===== config.mk =====
export PLATFORM = sky130hd
export DESIGN_NAME = sample_stream_reader
export DESIGN_NICKNAME = d
export VERILOG_FILES = /design/src/rtl/sample_stream_reader.sv
export SDC_FILE = /design/constraint.sdc
export NUM_CORES = 1
export LEC_CHECK = 0
export BUFFER_PORTS_ARGS = -buffer_cell sky130_fd_sc_hd__buf_2
export CORE_MARGIN = 2
export CORE_UTILIZATION = 35
export DETAILED_ROUTE_END_ITERATION = 8
export GPL_ROUTABILITY_DRIVEN = 0
export PLACE_DENSITY = 0.59
export SYNTH_ARGS = -nofsm -noshare
export SYNTH_HDL_FRONTEND = slang
export SYNTH_SLANG_ARGS = --single-unit

===== constraint.sdc =====
create_clock -name clock -period 3.9 [get_ports clock]
set_input_delay 0.39 -clock clock [delete_from_list [all_inputs] [get_ports clock]]
set_output_delay 0.39 -clock clock [all_outputs]
set_load 0.005 [all_outputs]

===== src/rtl/sample_stream_reader.sv =====
// Streams a commanded run of samples from one bank of a synchronous sample memory to a
// 4-phase output handshake. Define SAMPLE_STREAM_LOOP_EN to add looping and early stop.
module sample_stream_reader #(
    parameter int DATA_W   = 8,
    parameter int BANK_W   = 4,
    parameter int LEN_LOG2 = 10
) (
    input  logic                       clock,
    input  logic                       reset,
    input  logic                       dav_,
    output logic                       rfd,
    input  logic [BANK_W-1:0]          enne,
    input  logic [LEN_LOG2-1:0]        len,
    output logic [BANK_W+LEN_LOG2-1:0] addr,
    input  logic [DATA_W-1:0]          d,
    output logic [DATA_W-1:0]          campione,
    output logic                       out_dav_,
    input  logic                       out_rfd,
`ifdef SAMPLE_STREAM_LOOP_EN
    input  logic                       loop,
    input  logic                       stop,
`endif
    output logic                       busy
);

    typedef enum logic [2:0] {IDLE, ACK, READ, LATCH, PRES, REL} state_t;

    localparam logic [LEN_LOG2:0]   CNT_ONE    = 1;
    localparam logic [LEN_LOG2-1:0] OFFSET_ONE = 1;

    state_t                state_q, state_d;
    logic [BANK_W-1:0]     bank_q, bank_d;
    logic [LEN_LOG2-1:0]   offset_q, offset_d;
    logic [LEN_LOG2:0]     cnt_q, cnt_d;
    logic [DATA_W-1:0]     campione_q, campione_d;
    logic                  rfd_q, rfd_d;
    logic                  out_dav_n_q, out_dav_n_d;
    logic                  busy_q, busy_d;
    logic [LEN_LOG2:0]     len_full;
`ifdef SAMPLE_STREAM_LOOP_EN
    logic                  loop_q, loop_d;
    logic                  stop_q, stop_d;
    logic [LEN_LOG2:0]     len_q, len_d;
`endif

    // A zero length encodes a full bank.
    assign len_full = (len == '0) ? {1'b1, {LEN_LOG2{1'b0}}} : {1'b0, len};

    always_comb begin
        state_d    = state_q;
        bank_d     = bank_q;
        offset_d   = offset_q;
        cnt_d      = cnt_q;
        campione_d = campione_q;
`ifdef SAMPLE_STREAM_LOOP_EN
        loop_d     = loop_q;
        len_d      = len_q;
        stop_d     = stop_q;
        if (state_q != IDLE && state_q != ACK && stop)
            stop_d = 1'b1;
`endif
        case (state_q)
            IDLE: begin
`ifdef SAMPLE_STREAM_LOOP_EN
                stop_d = 1'b0;
`endif
                // rfd_q gates acceptance so a command is only seen once rfd is visible.
                if (!dav_ && rfd_q) begin
                    bank_d   = enne;
                    offset_d = '0;
                    cnt_d    = len_full;
                    state_d  = ACK;
`ifdef SAMPLE_STREAM_LOOP_EN
                    loop_d   = loop;
                    len_d    = len_full;
`endif
                end
            end
            ACK:   if (dav_) state_d = READ;
            READ:  state_d = LATCH;
            LATCH: begin
                campione_d = d;
                state_d    = PRES;
            end
            PRES:  if (!out_rfd) state_d = REL;
            REL: begin
                if (out_rfd) begin
`ifdef SAMPLE_STREAM_LOOP_EN
                    if (stop_q || stop) begin
                        state_d = IDLE;
                    end else if (cnt_q == CNT_ONE) begin
                        if (loop_q) begin
                            cnt_d    = len_q;
                            offset_d = '0;
                            state_d  = READ;
                        end else begin
                            state_d  = IDLE;
                        end
                    end else begin
                        cnt_d    = cnt_q - CNT_ONE;
                        offset_d = offset_q + OFFSET_ONE;
                        state_d  = READ;
                    end
`else
                    if (cnt_q == CNT_ONE) begin
                        state_d  = IDLE;
                    end else begin
                        cnt_d    = cnt_q - CNT_ONE;
                        offset_d = offset_q + OFFSET_ONE;
                        state_d  = READ;
                    end
`endif
                end
            end
            default: state_d = IDLE;
        endcase

        // Handshake outputs are registered from the next state, so they change with it.
        rfd_d       = (state_d == IDLE);
        out_dav_n_d = (state_d != PRES);
        busy_d      = (state_d != IDLE);
    end

    always_ff @(posedge clock) begin
        if (reset) begin
            state_q     <= IDLE;
            bank_q      <= '0;
            offset_q    <= '0;
            cnt_q       <= '0;
            campione_q  <= '0;
            rfd_q       <= 1'b0;
            out_dav_n_q <= 1'b1;
            busy_q      <= 1'b0;
`ifdef SAMPLE_STREAM_LOOP_EN
            loop_q      <= 1'b0;
            stop_q      <= 1'b0;
            len_q       <= '0;
`endif
        end else begin
            state_q     <= state_d;
            bank_q      <= bank_d;
            offset_q    <= offset_d;
            cnt_q       <= cnt_d;
            campione_q  <= campione_d;
            rfd_q       <= rfd_d;
            out_dav_n_q <= out_dav_n_d;
            busy_q      <= busy_d;
`ifdef SAMPLE_STREAM_LOOP_EN
            loop_q      <= loop_d;
            stop_q      <= stop_d;
            len_q       <= len_d;
`endif
        end
    end

    assign addr     = {bank_q, offset_q};
    assign rfd      = rfd_q;
    assign out_dav_ = out_dav_n_q;
    assign busy     = busy_q;
    assign campione = campione_q;

endmodule


==> results of run 1 <==
Yosys cell counts (4+ instances only):
cell type	instances	area share, %
nor3b_1	4	1.5
nor3_1	4	0.98
buf_6	4	2.2
inv_1	6	1.1
o21ai_0	15	3.7
a31oi_1	5	1.5
nand3_1	8	2.0
mux2i_1	15	7.4
nand2_1	19	3.5
nand2b_1	9	2.8
and3_1	4	1.2
o31ai_1	5	1.8
nand4_1	9	2.8
nor2_1	20	3.7
clkbuf_1	11	2.0
dfxtp_1	39	38
a21oi_1	17	4.2
worst paths after layout:
kind / startpoint / endpoint / slack (ps)
setup / recovery: state_q[0] / cnt_q[3] / 1440
setup reg to reg: state_q[0] / cnt_q[3] / 1440
hold / removal: d[3] / campione[3] / 320
hold reg to reg: offset_q[6] / offset_q[6] / 490
worst max-delay path, cell delays in order (launching register included):
cell and delay (ps):
dfxtp_1 400, or4b_4 610, a21oi_1 820, nand2_1 230
o31ai_1 300
stage by stage:
step,hold WS (ps),power (uW)
global placement,468,563
floorplan,460,530
detailed placement,474,563
global route,319,897
CTS,310,861
finish,317,852
cells by family (layout without fill, tap and decap cells):
group	Yosys count	after routing	synth area share, %
adders and majority gates	3	3	1.84
muxes	15	15	7.36
and+or+nand+nor	98	98	26.7
AOI/OAI and AO/OA	61	61	19.4
DFF	39	39	38.3
buffers and inverters	25	64	6.44
cell type report:
cell class              instances  area, sq um  share of cell area (%)
flip-flops and latches         39          781                    32.9
repair buffers                 50          250                    10.6
well taps                      72         90.1                    3.80
multi-input cells             177         1130                    47.6
clock inverters                 2         16.3                   0.686
clock buffers                   6         82.6                    3.48
inverters                       6         22.5                   0.950
sequential cells by signal (all words and copies together), names as in the netlist:
name      count
cnt_q        11
offset_q     10
busy          1
out_dav_      1
rfd           1
state_q       3
bank_q        4
campione      8
metal layers:
layer,up-vias,global-route usage (%),share of wire [%]
met5,-,0,0
li1,966,-,-
met1,908,20.6,47
met4,0,4.58,1.2
met2,51,26.3,46
met3,7,4.27,5.8
power by group:
group / internal (uW) / leakage, uW / switching, uW / total (uW)
Combinational: 49.9 / 0.000646 / 75.5 / 125
Clock: 144 / 0.0000474 / 152 / 297
Sequential: 414 / 0.000316 / 16.6 / 430
==> flow_summary.ini, run 1 <==
[outcome]
status = complete, no violations

[global_route]
grt_pass1_wl_mm = 8.14
first_global_vias = 1765
grt_max_degree = 36
grt.total_usage_pct = 16.0
antenna_found_initial = 0
grt-ovfl-total = 0

[routing]
via_per_inst = 5.49
wl_mm = 4.91
num_vias = 1932
drt_iter0_drc = 124
dr.pass1.iters = 4
drc = 0
routedWlPerCell_um = 13.9
detail-route-antenna-nets = 0

[finish]
instances_no_fill = 352
mostFrequentLayoutCell = buf_2
num_antenna_cells = 0
post_route_cells_drive_above_1_share_pct = 22.1
fillers = 596
stdcell_area_sq_um = 2370
areaGrowthSynthToFinish_pct = 16.2
fin_nets = 308
mostFrequentLayoutCells = buf_2 (50), dfxtp_1 (39), nor2_1 (20), nand2_1 (19), a21oi_1 (17)
fin_util_pct = 42.5

[critical_path]
crit_fanout = 14
required_ps = 4100
criticalPathCategory = reg2reg
endpoint_kind = flop
r2r_cells = 4
startpoint_type = flop
crit_arrival_ps = 2660

[run]
drv_cap = 0

[synthesis]
netlist_area_sq_um = 2040
seq_area_frac_synth_pct = 38.3
async_reset_ff_share_pct = 0
avgSynthCellArea_sq_um = 8.47
synth.net_count = 270
synth_seq_cells = 39
ys.flop_type = dfxtp_1
synth_edf_count = 0
synth_warnings = 0
synthesis.instances = 241
synth.distinct_cells = 45

[sta]
worstMarginPinSlew_ps = 1040
fin_ws_ps = 1440
rsz0062_at_grt = no
finalCriticalPeriod_ps = 2460
hold_violations = 0
relSlewSlack_pct = 30.7
clock-skew-final_ps = 13.2
tns_ps = 0
max_freq_mhz = 407
slew_violations = 0
setup_viol = 0
period_share_pct = 63.0

[worst_hold_path]
holdPathStages = 3
holdCritPathClass = in2reg

[clock_tree]
cts_buffer_depth = 2
path_clk_slew_ps = 90
cts_resized = 0
numClockSinks = 39
cts_made_buffers = 5
clock_latency_ps = 300
root_buffer = clkbuf_8
htree_levels = 2
ctsHoldBuffers = 0
tritoncts = yes
post_cts_buffers = 0

[floorplan]
start_util_pct = 36.6
num_rows = 27
die-area_sq_um = 6460
dieWidth_um = 80.4
num_io_pins = 51
die_h_um = 80.4
core_sq_um = 5570

[placement]
dpl.cell_count = 344
pre_cts_ws_ps = 1470
hpwl_mm = 3.37
placed_area_sq_um = 2270
port_buffers = 50

[power]
max-vdd-ir-drop_mv = 0.189
power_density_nw_per_um2 = 359
leakage_uw = 0.00101
Power figures use the tool's default switching activity.
==> run 2, diff against run 1 <==
- clock period: 3.9 -> 2.45 ns (I/O delays scaled with it)
==> run 2 against run 1 <==
Net effect: design area is 5.5% higher; die area stayed put; largest cell class unchanged; non-clock buffer count is 13 higher; critical path type unchanged; cell count is 3.7% higher; fmax is 22% higher; global-route usage is 0.098 points higher; combinational power is 80% higher; clock skew is 9.1 ps lower; core utilization is 2.4 points higher.
==> flow_summary.ini, run 2 (same netlist as run 1, synthesis figures left out) <==
[outcome]
status = complete, no violations

[sta]
max_freq_mhz = 497
finalCriticalPeriod_ps = 2010
hold_violations = 0
worstMarginPinSlew_ps = 679
slew_violations = 0
relSlewSlack_pct = 54.6
whs_ps = 185
rsz0062_at_grt = no
setup_viol = 0
clock-skew-final_ps = 4.01
period_share_pct = 82.2
tns_ps = 0

[global_route]
first_global_vias = 1820
grt_pass1_wl_mm = 8.32
grt.total_usage_pct = 16.1
grt-ovfl-total = 0
antenna_found_initial = 0
grt_max_degree = 27

[worst_hold_path]
holdCritPathClass = in2reg

[finish]
largest_reg_flops = 11
post_route_cells_drive_above_1_share_pct = 25.3
fin_util_pct = 44.9
mostFrequentLayoutCell = buf_2
mostFrequentLayoutCells = buf_2 (50), dfxtp_1 (39), nor2_1 (20), nand2_1 (19), a21oi_1 (17)
num_antenna_cells = 0
fin_nets = 321
fillers = 580
top_register = cnt_q
areaGrowthSynthToFinish_pct = 22.6

[clock_tree]
tritoncts = yes
path_clk_slew_ps = 80
root_buffer = clkbuf_8
htree_levels = 2
numClockSinks = 39
ctsHoldBuffers = 0
cts_resized = 0
post_cts_buffers = 0
cts_made_buffers = 5
clock_latency_ps = 280
cts_buffer_depth = 2

[routing]
drt_iter0_drc = 168
met2_length_mm = 2.27
drc = 0
routedWlPerCell_um = 13.6
met1_length_mm = 2.32
dr.max_layer_used = met4
detail-route-antenna-nets = 0
wl_met3_um = 359
wl_mm = 4.97
via_per_inst = 5.41
dr.pass1.iters = 4
num_vias = 1973

[floorplan]
core_sq_um = 5570
die-area_sq_um = 6460
dieWidth_um = 80.4
die_h_um = 80.4
num_io_pins = 51
num_rows = 27
start_util_pct = 36.6

[power]
max-vdd-ir-drop_mv = 0.315
leakage_uw = 0.00109
power_density_nw_per_um2 = 616

[critical_path]
cpPeakStageDelay_ps = 530
criticalPathCategory = reg2reg
crit_fanout = 16
path_cells = inv_1 > ha_1 > nor4b_1 > buf_4 > and4_1 > or4_1 > a21boi_1
required_ps = 2670
ff2ff_setup_slack_ps = 440
startpoint_type = flop
cp_slowest_cell = or4_1
endpoint_kind = flop
crit_arrival_ps = 2240

[run]
drv_cap = 0

[placement]
port_buffers = 50
hpwl_mm = 3.67
==> run 2: cell count changes in the layout (fill, tap and decap cells not counted) <==
cell	delta
clkinvlp_4	-1
bufinv_16	+2
clkbuf_8	-1
clkinv_4	-1
buf_4	+13
clkbuf_1	+1
==> run 2: layout make-up <==
cell class | instances | area (sq um) | area share (%)
flip-flops and latches | 39 | 781 | 31.2
clock inverters | 2 | 60.1 | 2.40
inverters | 6 | 22.5 | 0.900
clock buffers | 6 | 72.6 | 2.90
well taps | 72 | 90.1 | 3.60
multi-input cells | 177 | 1130 | 45.1
repair buffers | 63 | 348 | 13.9
==> run 2: where the power goes <==
part           internal [uW]  switching, uW  total [uW]
sequential               658           23.3         681
clock                    407            227         634
combinational           98.1            127         225
total                   1160            378        1540
==> run 2: critical path: cells and delay by family (launching register included) <==
family,cells,cell delay [ps]
simple gates,3,1010
fa+ha+maj,1,170
buf+inv,2,230
flops,1,390
compound gates,1,140
==> run 2: per-stage QoR <==
| stage | setup WS (ps) | instance area [sq um] | cells | total power [uW] |
|---|---|---|---|---|
| finish | 437 | 2500 | 365 | 1540 |
| floorplan | 484 | 2040 | 241 | 843 |
| global route | 273 | 2500 | 365 | 1610 |
| global placement | 496 | 2370 | 357 | 920 |
| detailed placement | 458 | 2370 | 357 | 920 |
| CTS | 430 | 2500 | 365 | 1560 |
==> run 2: final timing paths <==
path	depth (start not counted)	startpoint	to
max	7	cnt_q[1]	offset_q[3]
min	3	d[5]	campione[5]
max reg2reg	7	cnt_q[1]	offset_q[3]
min reg2reg	2	bank_q[1]	bank_q[1]
==> run 2: per-layer routing <==
layer  track usage, %  up-vias
li1                 -      989
met1             21.5      913
met2             26.1       67
met3             4.04        4
met4             3.73        0
met5                0        -
==> run 3, diff against run 2 <==
- ABC_AREA: unset -> 1
- clock period: 2.45 -> 1.95 ns (I/O delays scaled with it)
==> run 3 against run 2 <==
Net effect: clock power shrank 14%; critical path depth up 2; via count up 8.9%; die area rose by 2.6%; design area barely moved; clock-buffer cell count unchanged; fmax grew 21%; synthesized cell count is 37% higher; non-clock buffer count shrank 7; total power increased by 36%; combinational power rose to 2.7 times the previous value; critical endpoint is now offset_q[1].
==> flow_summary.ini, run 3 <==
[outcome]
status = complete, no violations

[critical_path]
r2r_end = offset_q[1]
cp_slowest_cell = dfxtp_1
crit_fanout = 22
path_buf_inv = 2
cpPeakStageDelay_ps = 460
startpoint_type = flop
ff2ff_setup_slack_ps = 290
critPathTopFamily = simple AND/OR/NAND/NOR gates
critPathLaunch = state_q[2]
endpoint_kind = flop
cp.depth = 9
r2r_start = state_q[2]
criticalPathCategory = reg2reg
r2r_cells = 9
crit_arrival_ps = 1830
path_cells = nand3_2 > nand2_1 > inv_2 > nor2_2 > nand2_2 > inv_2 > nand2_1 > o21ai_0 > nor2_1
required_ps = 2120

[synthesis]
avgSynthCellArea_sq_um = 6.35
synth_edf_count = 0
synth_seq_cells = 39
async_reset_ff_share_pct = 0
yosysTopAreaCell = dfxtp_1
synth_warnings = 0
synthTopCellsByArea = dfxtp_1 (37%), nand2_1 (14%), nor2_1 (13%)
synthesis.instances = 330
synth.net_count = 359
netlist_area_sq_um = 2100
synth_top_cell_area_share_pct = 37.3
synth_common_cells = nand2_1 (80), nor2_1 (74), dfxtp_1 (39)
ys.flop_type = dfxtp_1
synth.distinct_cells = 30
seq_area_frac_synth_pct = 37.3
synth.most_common_cell = nand2_1

[sta]
clock-skew-final_ps = 8.87
rsz0062_at_grt = no
tns_ps = 0
whs_ps = 122
setup_viol = 0
hold_violations = 0
finalCriticalPeriod_ps = 1660
fin_ws_ps = 292
max_freq_mhz = 603
relSlewSlack_pct = 58.6
slew_violations = 0
period_share_pct = 85.0
worstMarginPinSlew_ps = 621

[global_route]
antenna_found_initial = 0
grt_max_degree = 23
grt.total_usage_pct = 16.4
first_global_vias = 1894
grt-ovfl-total = 0
grt_pass1_wl_mm = 8.51

[finish]
largest_reg_flops = 11
top_register = cnt_q
num_antenna_cells = 0
mostFrequentLayoutCell = nand2_1
fin_nets = 411
post_route_cells_drive_above_1_share_pct = 20.1
areaGrowthSynthToFinish_pct = 19.3
fin_util_pct = 42.8
mostFrequentLayoutCells = nand2_1 (80), nor2_1 (74), buf_2 (50), dfxtp_1 (39), o21ai_0 (28)
fillers = 661

[floorplan]
core_sq_um = 5850
num_io_pins = 51
num_rows = 28
dieWidth_um = 81.4
die_h_um = 81.4
die-area_sq_um = 6620
start_util_pct = 35.8

[power]
leakage_uw = 0.00116
max-vdd-ir-drop_mv = 0.380
power_density_nw_per_um2 = 840

[routing]
detail-route-antenna-nets = 0
drc = 0
routedWlPerCell_um = 11.1
dr.pass1.iters = 4
via_per_inst = 4.69
num_vias = 2148
drt_iter0_drc = 133
wl_mm = 5.08

[clock_tree]
htree_levels = 2
ctsHoldBuffers = 0
tritoncts = yes
clock_latency_ps = 290
post_cts_buffers = 0
root_buffer = clkbuf_8
numClockSinks = 39
path_clk_slew_ps = 80
cts_buffer_depth = 2
cts_resized = 0
cts_made_buffers = 5

[placement]
port_buffers = 50
hpwl_mm = 3.66
pre_cts_ws_ps = 311

[worst_hold_path]
hold-path-endpoint = campione[1]
holdCritPathClass = in2reg
holdPathStages = 3
worstHoldStart = d[1]

[run]
drv_cap = 0
[run 3: how the worst max path moves through the flow]
stage                              to
after floorplan              cnt_q[4]
after global placement    offset_q[9]
after detailed placement  offset_q[1]
after CTS                 offset_q[1]
after global routing         cnt_q[6]
final                     offset_q[1]
[run 3: cell type report]
cell class	instances	area (sq um)	share of cell area [%]
multi-input combinational	248	1130	45.0
clock inverter	2	12.5	0.500
tap	75	93.8	3.75
timing repair buffer	56	295	11.8
clock buffer	6	72.6	2.90
sequential	39	781	31.2
inverter	32	120	4.80
[run 3: metrics by stage]
step / instances / total power, uW / area, sq um
after floorplan: 330 / 1430 / 2100
after global placement: 450 / 1560 / 2420
after detailed placement: 450 / 1570 / 2420
after CTS: 458 / 2120 / 2500
after global routing: 458 / 2250 / 2500
final: 458 / 2100 / 2500
[run 3: worst register-to-register path, cell delays in order (launching register included)]
cell     delay [ps]
dfxtp_1         460
nand3_2         140
nand2_1         100
inv_2            30
nor2_2          130
nand2_2         120
inv_2           300
nand2_1         100
o21ai_0          90
nor2_1           60
[run 3: cells by family (layout without fill, tap and decap cells)]
| logic type | Yosys count | count (layout) | share of synthesized area, % |
|---|---|---|---|
| AO/OA/AOI/OAI | 52 | 52 | 12.7 |
| adder cells (fa/ha/maj) | 3 | 3 | 1.79 |
| flip-flops | 39 | 39 | 37.3 |
| XOR/XNOR | 3 | 3 | 1.25 |
| buffers and inverters | 43 | 96 | 9.01 |
| AND/OR/NAND/NOR | 190 | 190 | 38.0 |
[run 3: power by group]
group / total, uW / switching (uW) / leakage (uW) / internal (uW)
logic: 610 / 393 / 0.000796 / 217
registers: 944 / 66.3 / 0.000318 / 878
clock network: 547 / 296 / 0.0000412 / 250
[run 3: metal layers]
| metal | part of all wire [%] | GRT usage (%) | vias to the layer above | routed length (um) |
|---|---|---|---|---|
| met5 | 0 | 0 | - | 0 |
| met4 | 1.1 | 4.07 | 0 | 56 |
| met3 | 3.4 | 3.44 | 6 | 174 |
| met2 | 44 | 26.4 | 35 | 2250 |
| met1 | 51 | 22.3 | 956 | 2600 |
| li1 | - | - | 1151 | - |
